**src/rtl/block_check_sched_if.sv**
```systemverilog
// rtl/block_check_sched_if.sv - requester and checker signals of block_check_sched
interface block_check_sched_if;
  logic [1:0]  req_valid;
  logic [15:0] ch_in;
  logic [1:0]  ch_valid;
  logic [1:0]  ch_ready;
  logic [1:0]  grant;
  logic [1:0]  done;
  logic        verdict;
  logic        err;
  logic        chk_reset;
  logic [7:0]  chk_in;
  logic        chk_result;

  modport slave (
    input  req_valid, ch_in, ch_valid, chk_result,
    output ch_ready, grant, done, verdict, err, chk_reset, chk_in
  );

  modport master (
    output req_valid, ch_in, ch_valid, chk_result,
    input  ch_ready, grant, done, verdict, err, chk_reset, chk_in
  );
endinterface

```
**src/rtl/block_check_sched.sv**
```systemverilog
// rtl/block_check_sched.sv - two-requester session controller for a shared keyword block checker
// Buffers the owner's string, clears the checker, streams string plus two pads, returns the verdict.
module block_check_sched #(
  parameter int DEPTH = 16,
  parameter int AW    = 4
) (
  input  logic               clk,
  input  logic               reset,
  block_check_sched_if.slave bus
);
  typedef enum logic [2:0] {S_IDLE, S_LOAD, S_CLEAR, S_STREAM, S_SAMPLE} state_t;

  localparam logic [AW:0]   WR_ONE = 1;
  localparam logic [AW+1:0] RD_ONE = 1;
  localparam logic [AW+1:0] RD_TWO = 2;

  state_t      state, state_nx;
  logic [1:0]  grant_q, grant_nx, done_q;
  logic        last_q, last_nx;
  logic [AW:0] wr_ptr;
  logic [AW+1:0] rd_ptr;
  logic [7:0]  mem [DEPTH];
  logic [7:0]  chk_in_q, ch_sel, stream_ch;
  logic        clr_q, ovf, verdict_q, err_q;
  logic        v_sel, xfer, is_term, full, stream_end;

  assign ch_sel     = grant_q[1] ? bus.ch_in[15:8] : bus.ch_in[7:0];
  assign v_sel      = grant_q[1] ? bus.ch_valid[1] : bus.ch_valid[0];
  assign xfer       = (state == S_LOAD) && v_sel;
  assign is_term    = (ch_sel == 8'h00);
  // wr_ptr never exceeds DEPTH, so its top bit alone marks a full buffer
  assign full       = wr_ptr[AW];
  assign stream_end = (state == S_STREAM) && (rd_ptr == ({1'b0, wr_ptr} + RD_TWO));
  assign stream_ch  = ({1'b0, wr_ptr} > rd_ptr) ? mem[rd_ptr[AW-1:0]] : 8'h20;

  assign bus.ch_ready  = (state == S_LOAD) ? grant_q : 2'b00;
  assign bus.grant     = grant_q;
  assign bus.done      = done_q;
  assign bus.verdict   = verdict_q;
  assign bus.err       = err_q;
  assign bus.chk_in    = chk_in_q;
  assign bus.chk_reset = ~reset | clr_q;

  always_comb begin
    state_nx = state;
    grant_nx = grant_q;
    last_nx  = last_q;
    case (state)
      S_IDLE: begin
        if (|bus.req_valid) begin
          state_nx = S_LOAD;
          // on a tie the requester that was not granted last wins
          if (bus.req_valid == 2'b11) last_nx = ~last_q;
          else                        last_nx = bus.req_valid[1];
          grant_nx = last_nx ? 2'b10 : 2'b01;
        end
      end
      S_LOAD:   if (xfer && (is_term || full)) state_nx = S_CLEAR;
      S_CLEAR:  state_nx = S_STREAM;
      S_STREAM: if (stream_end) state_nx = S_SAMPLE;
      S_SAMPLE: begin
        state_nx = S_IDLE;
        grant_nx = 2'b00;
      end
      default:  state_nx = S_IDLE;
    endcase
  end

  always_ff @(posedge clk or negedge reset) begin
    if (!reset) begin
      state     <= S_IDLE;
      grant_q   <= 2'b00;
      last_q    <= 1'b1;
      wr_ptr    <= '0;
      rd_ptr    <= '0;
      chk_in_q  <= 8'h20;
      clr_q     <= 1'b0;
      ovf       <= 1'b0;
      done_q    <= 2'b00;
      verdict_q <= 1'b0;
      err_q     <= 1'b0;
    end else begin
      state    <= state_nx;
      grant_q  <= grant_nx;
      last_q   <= last_nx;
      clr_q    <= (state_nx == S_CLEAR);
      done_q   <= 2'b00;
      chk_in_q <= 8'h20;
      case (state)
        S_IDLE: wr_ptr <= '0;
        S_LOAD: begin
          rd_ptr <= '0;
          if (xfer && !is_term) begin
            if (full) ovf <= 1'b1;
            else      wr_ptr <= wr_ptr + WR_ONE;
          end
        end
        S_CLEAR, S_STREAM: begin
          rd_ptr <= rd_ptr + RD_ONE;
          if (state_nx == S_STREAM) chk_in_q <= stream_ch;
        end
        S_SAMPLE: begin
          verdict_q <= bus.chk_result & ~ovf;
          err_q     <= ovf;
          done_q    <= grant_q;
          ovf       <= 1'b0;
        end
        default: ;
      endcase
    end
  end

  always_ff @(posedge clk) begin
    if (xfer && !is_term && !full) mem[wr_ptr[AW-1:0]] <= ch_sel;
  end
endmodule

```
**src/flat_wrapper.sv**
```systemverilog
// flat-port wrapper written by rule: the top's interface ports become plain ports
module block_check_sched_flat 
#(
  parameter int DEPTH = 16,
  parameter int AW    = 4
)
  (clk, reset, bus_req_valid, bus_ch_in, bus_ch_valid, bus_chk_result, bus_ch_ready, bus_grant, bus_done, bus_verdict, bus_err, bus_chk_reset, bus_chk_in);
  block_check_sched_if bus_i ();
  input  logic clk;
  input  logic reset;
  input wire logic [$bits(bus_i.req_valid)-1:0] bus_req_valid;
  input wire logic [$bits(bus_i.ch_in)-1:0] bus_ch_in;
  input wire logic [$bits(bus_i.ch_valid)-1:0] bus_ch_valid;
  input wire logic [$bits(bus_i.chk_result)-1:0] bus_chk_result;
  output wire logic [$bits(bus_i.ch_ready)-1:0] bus_ch_ready;
  output wire logic [$bits(bus_i.grant)-1:0] bus_grant;
  output wire logic [$bits(bus_i.done)-1:0] bus_done;
  output wire logic [$bits(bus_i.verdict)-1:0] bus_verdict;
  output wire logic [$bits(bus_i.err)-1:0] bus_err;
  output wire logic [$bits(bus_i.chk_reset)-1:0] bus_chk_reset;
  output wire logic [$bits(bus_i.chk_in)-1:0] bus_chk_in;
  assign bus_i.req_valid = bus_req_valid;
  assign bus_i.ch_in = bus_ch_in;
  assign bus_i.ch_valid = bus_ch_valid;
  assign bus_i.chk_result = bus_chk_result;
  assign bus_ch_ready = bus_i.ch_ready;
  assign bus_grant = bus_i.grant;
  assign bus_done = bus_i.done;
  assign bus_verdict = bus_i.verdict;
  assign bus_err = bus_i.err;
  assign bus_chk_reset = bus_i.chk_reset;
  assign bus_chk_in = bus_i.chk_in;
  block_check_sched #(.DEPTH(DEPTH), .AW(AW)) u_core (.clk(clk), .reset(reset), .bus(bus_i));
endmodule
```
**config.mk**
```make
export PLATFORM = sky130hd
export DESIGN_NAME = block_check_sched_flat
export DESIGN_NICKNAME = d
export VERILOG_FILES = /design/src/rtl/block_check_sched_if.sv /design/src/rtl/block_check_sched.sv /design/src/flat_wrapper.sv
export SDC_FILE = /design/constraint.sdc
export NUM_CORES = 1
export LEC_CHECK = 0
export BUFFER_PORTS_ARGS = -buffer_cell sky130_fd_sc_hd__buf_2
export CELL_PAD_IN_SITES_DETAIL_PLACEMENT = 1
export CELL_PAD_IN_SITES_GLOBAL_PLACEMENT = 1
export CORE_ASPECT_RATIO = 1.1
export CORE_MARGIN = 10
export CORE_UTILIZATION = 52
export DETAILED_ROUTE_END_ITERATION = 8
export PLACE_DENSITY = 0.91
export SKIP_CTS_REPAIR_TIMING = 1
export SKIP_LAST_GASP = 1
export SLEW_MARGIN = 25
export SYNTH_ARGS = -nofsm -noshare
export SYNTH_HDL_FRONTEND = slang
export SYNTH_SLANG_ARGS = --single-unit
```
**constraint.sdc**
```tcl
create_clock -name clk -period 3 [get_ports clk]
set_input_delay 0.3 -clock clk [delete_from_list [all_inputs] [get_ports clk]]
set_output_delay 0.3 -clock clk [all_outputs]
set_load 0.02 [all_outputs]
```
======== After elaboration in Yosys (flattened, before gate mapping) ========
Memory sizes are Yosys's and may differ from the RTL's.
Cells that the tools add are included.
storage, ports and cells
  logic and storage cells ................. 81
  RAM bits ................................ 128
  bits of input ports ..................... 23
  bits in registers ....................... 31
  memories kept ........................... 1
memories
  name        words  width  read ports  clocked after memory_dff  write ports  RTL line                 RTL
  u_core.mem  16     8      1           0                         1            block_check_sched.sv:22  logic [7:0] mem [DEPTH];
cells by class
  magnitude comparators ................... 1
  add/sub/neg operators ................... 3
  bitwise operators ....................... 5
  equal/unequal tests ..................... 12
  reductions and logical operators ........ 21
  muxes and demuxes ....................... 26
operator list
  kind                                            number
  2-to-1 mux 8 bit                                4
  == test 3 x 2 -> 1 bit (second input constant)  4
  one-hot mux 3 bit (4 select lines)              1
  one-hot mux 6 bit (2 select lines)              1
  2-to-1 mux 5 bit                                2
  one-hot mux 5 bit (2 select lines)              1
  2-to-1 mux 3 bit                                3
  zero test 8 bit                                 1
  2-to-1 mux 1 bit                                8
  2-to-1 mux 2 bit                                4
  nonzero test 2 bit                              4
  adder 5 x 2 -> 6 bit (second input constant)    1
  adder 6 x 1 -> 6 bit (second input constant)    1
  == test 6 bit                                   1
  greater-than comparator 5 x 6 -> 1 bit          1
  AND reduction 2 bit                             3
  AND reduction 3 bit                             2
  adder 5 x 1 -> 5 bit (second input constant)    1
  logical AND 1 bit                               5
  != test 2 x 1 -> 1 bit (second input constant)  2
  != test 2 bit (second input constant)           2
  one-hot mux 2 bit (2 select lines)              1
  OR reduction 2 bit                              2
  == test 3 x 1 -> 1 bit (second input constant)  1
  9 further kinds                                 12

======== Longest topological paths before layout ========
Gate-level depths: netlist of run 1.
  word-level depth ........................ 9
  depth in mapped cells ................... 9
  gate-level depth less buffers ........... 7

======== Least setup slack after synthesis of run 1 ========
No wires, ideal clock.
  path kind ............................... register to register
  from .................................... register u_core.grant_q[1], in the netlist u_core.bus.grant[1]
  to ...................................... memory u_core.mem[12][0], enable pin
  slack ................................... 0.884 ns
  required time ........................... 2.722 ns
  arrival time ............................ 1.838 ns
  clock period less this slack ............ 2.116 ns
  cell stages (with the launch flop) ...... 7
  path through ............................ dfrtp_1 > buf_6 > or4_4 > o22ai_4 > a21oi_4 > and2_4 > and3_1
between the ends
  word-level cells in the longest chain between the ends .. 7
RTL lines
  what                                        RTL line                  RTL
  from (decl)                                 block_check_sched.sv:18   logic [1:0] grant_q, grant_nx, done_q;
  from (signal assigned)                      block_check_sched.sv:84   grant_q <= grant_nx;
  2-to-1 mux 8 bit                            block_check_sched.sv:27   assign ch_sel = grant_q[1] ? bus.ch_in[15:8] : bus.ch_in[7:0];
  zero test 8 bit                             block_check_sched.sv:30   assign is_term = (ch_sel == 8'h00);
  zero test 1 bit                             block_check_sched.sv:114  if (xfer && !is_term && !full) mem[wr_ptr[AW-1:0]] <= ch_sel;
  logical AND 1 bit (*) (2 in a row)          block_check_sched.sv:114
  2-to-1 mux 1 bit (*)                        block_check_sched.sv:114
  2-to-1 mux 1 bit (implied by the code) (*)  block_check_sched.sv:114
  to (decl)                                   block_check_sched.sv:22
Every way passes the cells marked *; elsewhere a longest branch is shown, timed or not.

======== Worst setup path in the final report of run 1 ========
  from .................................... register u_core.state[2]
  to ...................................... memory u_core.mem[10][6], enable pin
between the ends
  word-level cells in the longest chain between the ends .. 6
RTL lines
  what                                    RTL line                  RTL
  from (decl)                             block_check_sched.sv:17   state_t state, state_nx;
  from (signal assigned)                  block_check_sched.sv:83   state <= state_nx;
  == test 3 x 1 -> 1 bit                  block_check_sched.sv:29   assign xfer = (state == S_LOAD) && v_sel;
  logical AND 1 bit                       block_check_sched.sv:29
  logical AND 1 bit (2 in a row)          block_check_sched.sv:114
  2-to-1 mux 1 bit                        block_check_sched.sv:114
  2-to-1 mux 1 bit (implied by the code)  block_check_sched.sv:114
No other way between the ends.

==> impl_metrics.ini, run 1 <==
[run_status]
status = finished clean

[detailed_routing]
drt-total-wl_mm = 17.1
drt.antenna.violating_nets = 0
vias_per_cell = 6.42
avgRoutedWirePerCell_um = 28.0
route.vias.total = 3914
drt_iter0_drc = 328
drt_first_pass_iters = 5
drc = 0

[sta]
tns_ns = 0
timing.fmax_mhz = 380
fin_ws_ns = 0.366
period_needed_ns = 2.63
min_period_over_period_pct = 87.8
drv_slew = 0
finalHoldViolCount = 0
rsz0062_at_grt = false
fin_hold_ws_ns = 0.135
relSlewSlack_pct = 51.6
setup_violations = 0
tightest_slew_ns = 0.723
clock_skew_ns = 0.00843

[yosys]
synth_nets = 426
syn-cell-area_um2 = 6680
synth_top_area_share_pct = 57.5
synth_area_leaders = edfxtp_1 (58%), dfrtp_1 (11%), mux4_2 (11%)
synth_flop_cell = edfxtp_1
synthTopCellsByCount = edfxtp_1 (128), mux4_2 (32), dfrtp_1 (29)
synth-seq-area-share_pct = 69.2
async_flop_share_pct = 19.5
synth-seq-cells = 159
synth_edf_count = 128
avgSynthCellArea_um2 = 17.0
synth_cell_types = 46
syn_inst = 392
synth_most_common_cell = edfxtp_1
ys_warn_count = 0
yosysTopAreaCell = edfxtp_1

[clock_tree]
cts_max_level = 4
clkSlewWorstSetupHoldPaths_ns = 0.06
clkSinkCount = 159
cts-root-buf = clkbuf_16
cts_max_path_buffers = 2
cts_made_buffers = 17
clk-insertion-delay-late_ns = 0.43
cts_tree = done

[flow_run]
cap_violations = 0

[floorplan]
core-area_um2 = 12600
ioPinCount = 40
start_util_pct = 53.1
die-area_um2 = 17800
die_w_um = 128
die_h_um = 139
num_rows = 43

[layout]
layout.nets = 474
synthToLayoutAreaGrowth_pct = 14.2
regArea_um2 = 4620
fin_util_pct = 60.6
fill_cells = 1136
multi_input_area_um2 = 1950
drive_gt1_share_pct = 26.7
n_antenna_cell = 0

[power_and_ir_drop]
power.share.sequential_pct = 45.7
combPwrFrac_pct = 22.4
p_int_w = 0.00459
pwr-share-clk_pct = 31.9
ir_worst_vdd_mv = 0.480
switching_power_w = 0.00201
swShare_pct = 30.5
power_density_nw_per_um2 = 865
power.leakage_nw = 2.76

[worst_setup_path]
cp-start-kind = flop
critPathKind = reg2reg
crit_path_end_kind = flop
cp.required_ns = 3.07
crit_arrival_ns = 2.71
worstPathMaxFanout = 15

[global_route]
grt_overflow = 0
grt_max_degree = 34
track_usage_pct = 19.7
antenna_found_initial = 0
grt_pass1_wl_mm = 26.0
grt_pass1_vias = 4133

[placed_design]
port_buffers = 39
place_ws_ns = 0.397
hpwl_mm = 11.2
gp_congestion = 0.880

[worst_hold_path]
hp-class = in2reg
cell families (layout without fill, tap and decap cells):
kind of cell / after synthesis / in the layout / synth area share [%]
buffers and inverters: 23 / 84 / 1.69
adders and majority gates: 11 / 11 / 2.06
and+or+nand+nor: 98 / 98 / 7.86
AOI/OAI and AO/OA: 49 / 49 / 5.30
DFF: 159 / 159 / 69.2
xor gates and xnor gates: 4 / 4 / 0.524
muxes: 48 / 48 / 13.4
critical path, cell delays in order (launching register included):
cell and delay (ns):
dfrtp_1 0.54, nor3b_2 0.41, nand2_1 0.20, a21oi_4 0.28
nor2b_4 0.36, and3_1 0.48
state kept, by name (all words and copies together), names as in the netlist, 2 cells and up:
| name | count |
|---|---|
| u_core.bus.chk_in | 8 |
| u_core.bus.done | 2 |
| u_core.bus.grant | 2 |
| u_core.mem | 128 |
| u_core.rd_ptr | 6 |
| u_core.state | 3 |
| u_core.wr_ptr | 5 |
through the flow:
step                      power (W)  cell area, µm²  instances
after floorplan             0.00391            6680        392
after global routing        0.00685            7630        610
final                       0.00660            7630        610
after CTS                   0.00661            7620        609
after global placement      0.00440            7050        577
after detailed placement    0.00450            7050        577
cell usage in the layout (no fill, tap or decap), types with 8 or more instances in the layout:
cell       count
and3_1        19
inv_1          8
o21ai_0       11
edfxtp_1     128
ha_1          11
clkbuf_16     17
buf_2         39
mux2_2        10
nand2_1       18
nor3_1        13
dfrtp_1       28
a22o_1        17
a21oi_1       12
nor2_1        22
mux4_2        32
path summary, 6_finish.rpt:
| check | endpoint | slack, ns | depth (start not counted) | start |
|---|---|---|---|---|
| worst min register to register | u_core.bus.verdict | 0.48 | 2 | u_core.bus.verdict |
| max in group asynchronous | u_core.bus.chk_in[5] | 2.22 | 3 | reset |
| worst max register to register | u_core.mem[10][6] | 0.37 | 5 | u_core.state[2] |
| worst min-delay path | u_core.bus.verdict | 0.13 | 3 | bus_chk_result |
| worst max-delay path | u_core.mem[10][6] | 0.37 | 5 | u_core.state[2] |
| min in group asynchronous | u_core.clr_q | 0.45 | 3 | reset |
layout make-up:
type                    count  area share [%]
clock buffers              26            6.41
clock inverters             6            1.11
inverters                   8           0.394
multi-input cells         210            25.5
flip-flops and latches    159            60.6
well taps                 157            2.57
repair buffers             44            3.41
per-layer routing:
layer  wire length, µm  part of all wire (%)  up-vias  GRT usage, %
met3              1280                   7.5       21          5.12
met2              9100                    53      189          33.4
met1              6410                    38     2052          23.7
met4               282                   1.7        0          6.82
met5                 0                     0        -             0
li1                  -                     -     1652             -
power by group through the flow:
| stage | clock network (W) | registers [W] | logic [W] |
|---|---|---|---|
| after global routing | 0.00221 | 0.00304 | 0.00160 |
| after global placement | 0 | 0.00303 | 0.00137 |
| final | 0.00210 | 0.00302 | 0.00148 |
| after floorplan | 0 | 0.00296 | 0.000947 |
| after detailed placement | 0 | 0.00305 | 0.00145 |
| after CTS | 0.00211 | 0.00302 | 0.00148 |
(Power assumes the default switching activity.)
==> run 2: changes to the inputs <==
- ABC_AREA: unset -> 1
- CORE_UTILIZATION: 52 -> 50
- CTS_BUF_LIST: unset -> sky130_fd_sc_hd__clkbuf_4
- PLACE_DENSITY: 0.91 -> 0.94
- SETUP_SLACK_MARGIN: unset -> 0.1
==> run 2 against run 1 <==
Non-clock buffer count grew 7. Setup slack gained 0.086 ns. Die area is 8.3% higher. Register-to-register slack better by 0.09 ns. Utilization is 4.9 points lower. Routed wire length up 19%. Hold slack got worse by 0.12 ns. Global-route usage is 2.0 points higher. Sequential cell count stayed put. Sequential share of layout area decreased by 0.39 points. Clock power is 43% lower. Largest cell class unchanged. Clock skew increased by 0.015 ns.
==> impl_metrics.ini, run 2 <==
[run_status]
status = finished clean

[floorplan]
die_w_um = 133
ioPinCount = 40
core-area_um2 = 13800
die-area_um2 = 19300
start_util_pct = 51.1
die_h_um = 145
num_rows = 45

[sta]
setup_violations = 0
tns_ns = 0
timing.fmax_mhz = 392
fin_hold_ws_ns = 0.0118
clock_skew_ns = 0.0239
period_needed_ns = 2.55
min_period_over_period_pct = 84.9
relSlewSlack_pct = 46.7
tightest_slew_ns = 0.799
rsz0062_at_grt = false
finalHoldViolCount = 0
drv_slew = 0

[power_and_ir_drop]
switching_power_w = 0.00272
power.share.sequential_pct = 46.7
power_density_nw_per_um2 = 843
p_int_w = 0.00375
swShare_pct = 42.1
pwr-share-clk_pct = 18.4
combPwrFrac_pct = 34.9
power.leakage_nw = 3.16
ir_worst_vdd_mv = 0.552

[yosys]
syn-cell-area_um2 = 7050
syn_inst = 689
ys_warn_count = 0
synthTopCellsByCount = nand2_1 (198), edfxtp_1 (128), nand3_1 (122)
yosysTopAreaCell = edfxtp_1
avgSynthCellArea_um2 = 10.2
synth-seq-cells = 159
synth_top_area_share_pct = 54.5
synth_nets = 723
async_flop_share_pct = 19.5
synth_most_common_cell = nand2_1
synth_cell_types = 30
synth-seq-area-share_pct = 65.5
synth_edf_count = 128
synth_flop_cell = edfxtp_1
synth_area_leaders = edfxtp_1 (54%), nand2_1 (11%), dfrtp_1 (10%)

[clock_tree]
cts_tree = done
cts-root-buf = clkbuf_4
clkSlewWorstSetupHoldPaths_ns = 0.14
clk-insertion-delay-late_ns = 0.59
cts_max_level = 4
clkSinkCount = 159
cts_max_path_buffers = 2
cts_made_buffers = 17

[global_route]
antenna_found_initial = 1
grt_max_degree = 44
track_usage_pct = 21.7
grt_pass1_wl_mm = 31.8
grt_pass1_vias = 5725
grt_overflow = 0

[layout]
fin_util_pct = 55.7
final_common_cell = nand2_1
synthToLayoutAreaGrowth_pct = 8.89
layout.nets = 763
drive_gt1_share_pct = 13.6
largest_register_ffs = 128
final_cell_mix = nand2_1 (198), edfxtp_1 (128), nand3_1 (122)

[worst_setup_path]
r2r-start = u_core.rd_ptr[3]
crit_arrival_ns = 3.04
critPathKind = reg2reg
worstPathMaxFanout = 11
crit_start = u_core.rd_ptr[3]
cp.required_ns = 3.50
crit_path_end_kind = flop
cp-start-kind = flop

[worst_hold_path]
hp-class = in2reg
min_from = bus_req_valid[1]

[placed_design]
hpwl_mm = 14.3
gp_congestion = 0.871
port_buffers = 39

[detailed_routing]
avgRoutedWirePerCell_um = 21.9
drt_first_pass_iters = 5
drt.antenna.violating_nets = 0
route.vias.total = 5305
vias_per_cell = 5.70
drc = 0
drt_iter0_drc = 487
drt-total-wl_mm = 20.4

[flow_run]
cap_violations = 0
run 2: cell count changes after synthesis, moves of 10 or more:
| cell | delta |
|---|---|
| nand3_1 | +117 |
| inv_1 | +43 |
| and3_1 | -19 |
| buf_2 | +15 |
| nor2_1 | +43 |
| a22o_1 | -16 |
| nor3_1 | -11 |
| mux2_2 | -10 |
| nand2_1 | +180 |
| mux4_2 | -32 |
run 2: final timing paths:
| kind | endpoint | slack (ns) | cells after the start |
|---|---|---|---|
| max in group asynchronous | u_core.last_q | 2.37 | 3 |
| min in group asynchronous | u_core.bus.chk_in[0] | 0.26 | 3 |
| max reg2reg | u_core.bus.chk_in[7] | 0.45 | 8 |
| min reg2reg | u_core.last_q | 0.49 | 2 |
| max | u_core.bus.chk_in[7] | 0.45 | 8 |
| min | u_core.last_q | 0.01 | 3 |
run 2: logic make-up after synthesis:
group	synth area share, %
compound gates	2.27
xor+xnor	0.124
fa+ha+maj	1.95
buf+inv	5.05
flops	65.5
simple gates	25.1
run 2: through the flow:
step | area [µm²] | cells | setup slack (ns) | power (W)
after floorplan | 7050 | 689 | 0.954 | 0.00448
after global placement | 7410 | 896 | 0.746 | 0.00508
after detailed placement | 7410 | 896 | 0.488 | 0.00527
after CTS | 7660 | 928 | 0.462 | 0.00646
after global routing | 7680 | 931 | 0.288 | 0.00682
final | 7680 | 931 | 0.452 | 0.00648
run 2: layout make-up:
| class | instances | area (µm²) |
|---|---|---|
| Inverter | 54 | 203 |
| Fill cell | 1533 | 6110 |
| Sequential cell | 159 | 4620 |
| Tap cell | 188 | 235 |
| Clock buffer | 17 | 128 |
| Multi-Input combinational cell | 446 | 2080 |
| Antenna cell | 1 | 2.50 |
| Clock inverter | 15 | 124 |
| Timing Repair Buffer | 51 | 290 |
run 2: worst max-delay path: stages, from the launching register on:
cell     delay (ns)
dfrtp_1        0.66
inv_1          0.15
ha_1           0.38
nand4_1        0.13
nor2_1         0.14
nor2_1         0.06
nor2_1         0.50
nand3_1        0.22
nor2_1         0.22
run 2: routing by layer:
| layer | wire, µm | share of wire [%] | vias up | GRT usage, % |
|---|---|---|---|---|
| met2 | 10300 | 50 | 225 | 37.2 |
| li1 | - | - | 2392 | - |
| met5 | 0 | 0 | - | 0 |
| met4 | 717 | 3.5 | 0 | 10.9 |
| met3 | 1150 | 5.7 | 58 | 3.78 |
| met1 | 8250 | 40 | 2630 | 25.8 |
run 2: power groups by stage:
stage / clock, W / combinational [W] / sequential (W)
6_report: 0.00119 / 0.00226 / 0.00302
3_5_place_dp: 0 / 0.00221 / 0.00306
4_1_cts: 0.00120 / 0.00224 / 0.00302
2_1_floorplan: 0 / 0.00148 / 0.00300
5_1_grt: 0.00129 / 0.00249 / 0.00305
3_3_place_gp: 0 / 0.00203 / 0.00305
==> run 3: changes to the inputs <==
- CORE_UTILIZATION: 50 -> 45
- PLACE_DENSITY: 0.94 -> 0.9
- clock period: 3 -> 2.21 ns (I/O delays scaled with it)
==> run 3 against run 2 <==
Total power is 45% higher. Maximum frequency is 25% higher. Non-clock buffer count is 37 higher. Combinational power is 58% higher. Cell area is 4.8% higher. Largest cell class unchanged. The flow now finishes with violations (negative hold slack). Hold slack worse by 0.033 ns. Routed wire length is 6.3% higher. Sequential cell count stayed put.
==> impl_metrics.ini, run 3 (synthesized netlist as in run 2, its figures left out) <==
[worst_setup_path]
crit_arrival_ns = 2.35
crit_buf_inv = 2
cp_slowest_stage_delay_ns = 0.48
cp_common_cell = nand2_1
crit_family = simple AND/OR/NAND/NOR gates
cp.required_ns = 2.52
critPathKind = reg2reg
crit_chain = buf_4, nand2_1, nand2_1, nand2_1, nor2_2, nand2_2, nand2_4, nor2_8, nand2_4, nor2_1, buf_4
crit_path_end_kind = flop
cp-start-kind = flop
worst_path_max_delay_cell = dfrtp_2
worstPathMaxFanout = 8

[power_and_ir_drop]
ir_worst_vdd_mv = 0.792
power.leakage_nw = 3.36
power_w = 0.00940
power_density_nw_per_um2 = 1170

[clock_tree]
cts_max_path_buffers = 2
cts_max_level = 4
clkSinkCount = 159
clkSlewWorstSetupHoldPaths_ns = 0.13
cts-root-buf = clkbuf_4
cts_tree = done
cts_made_buffers = 17
clk-insertion-delay-late_ns = 0.59

[floorplan]
start_util_pct = 46.3
die_h_um = 151
die-area_um2 = 21100
die_w_um = 139
num_rows = 47
ioPinCount = 40
core-area_um2 = 15200

[placed_design]
place_ws_ns = 0.0363
port_buffers = 39
gp_congestion = 0.940
hpwl_mm = 14.7
dpl-instance-area_um2 = 7650
dp.cells = 933

[layout]
final_cell_mix = nand2_1 (198), edfxtp_1 (128), nand3_1 (122)
synthToLayoutAreaGrowth_pct = 14.2
largest_register_ffs = 128
fin_util_pct = 52.9
fill_cells = 1660
drive_gt1_share_pct = 18.8
final_area_um2 = 8050
final_common_cell = nand2_1
layout.nets = 800
regArea_um2 = 4630
stdcell_count = 976
multi_input_area_um2 = 2100

[global_route]
grt_pass1_wl_mm = 33.3
grt_pass1_vias = 5964
grt_overflow = 0
grt_max_degree = 43
antenna_found_initial = 2
track_usage_pct = 20.4

[sta]
setup_violations = 0
tightest_slew_ns = 0.609
fin_hold_ws_ns = -0.0208
fin_ws_ns = 0.164
drv_slew = 0
period_needed_ns = 2.05
clock_skew_ns = 0.0190
min_period_over_period_pct = 92.6
timing.fmax_mhz = 489
relSlewSlack_pct = 58.9
rsz0062_at_grt = false
finalHoldViolCount = 2

[detailed_routing]
drc = 0
route.vias.total = 5523
drt_iter0_drc = 635
drt-total-wl_mm = 21.7
drt.antenna.violating_nets = 0
avgRoutedWirePerCell_um = 22.2
drt_first_pass_iters = 5
vias_per_cell = 5.66

[worst_hold_path]
hp-class = in2reg

[run_status]
status = finished with violations
violations = negative hold slack

[flow_run]
cap_violations = 0
-- run 3: cell count changes in the layout (fill, tap and decap cells not counted), moves of 3 or more --
| cell | delta |
|---|---|
| buf_4 | +32 |
| nor2_1 | -6 |
| nor2_2 | +6 |
| inv_6 | -4 |
| buf_6 | +3 |
| clkbuf_4 | +3 |
-- run 3: stage by stage --
step | setup TNS (ns) | hold WS (ns)
floorplan | 0 | -0.0746
global placement | 0 | 0.320
CTS | -0.0692 | -0.318
global route | 0 | 0.000325
finish | 0 | -0.0208
detailed placement | 0 | 0.324
-- run 3: tightest hold or removal path: stages --
cell	delay, ns
buf_2	0.09
nand2_1	0.05
nand3_1	0.13
nand2_1	0.08
-- run 3: final timing paths --
| kind | slack (ns) | cells after the start | endpoint | startpoint |
|---|---|---|---|---|
| max in group asynchronous | 1.64 | 3 | u_core.bus.chk_in[5] | reset |
| worst max register to register | 0.16 | 11 | u_core.mem[1][3] | u_core.bus.grant[1] |
| worst min register to register | 0.51 | 2 | u_core.last_q | u_core.last_q |
| worst min-delay path | -0.02 | 4 | u_core.last_q | bus_req_valid[0] |
| worst max-delay path | 0.16 | 11 | u_core.mem[1][3] | u_core.bus.grant[1] |
| min in group asynchronous | 0.23 | 3 | u_core.state[2] | reset |
-- run 3: layer usage --
metal,GRT usage (%),vias up,part of all wire [%]
met5,0,-,0
met4,11.2,0,3.7
met3,3.73,57,6.0
met2,36.2,283,53
met1,22.8,2720,37
li1,-,2463,-
-- run 3: final cells by class --
type,instances,share of cell area [%]
antenna,2,0.0622
clock buffer,20,1.86
clock inverter,11,1.66
inverter,54,2.52
multi-input combinational,446,26.0
sequential,159,57.4
tap,196,3.05
timing repair buffer,88,7.38
-- run 3: report_power, final --
part / internal [W] / switching (W) / leakage [nW]
logic: 0.00103 / 0.00253 / 1.66
clock network: 0.000716 / 0.00105 / 0.148
registers: 0.00385 / 0.000220 / 1.55
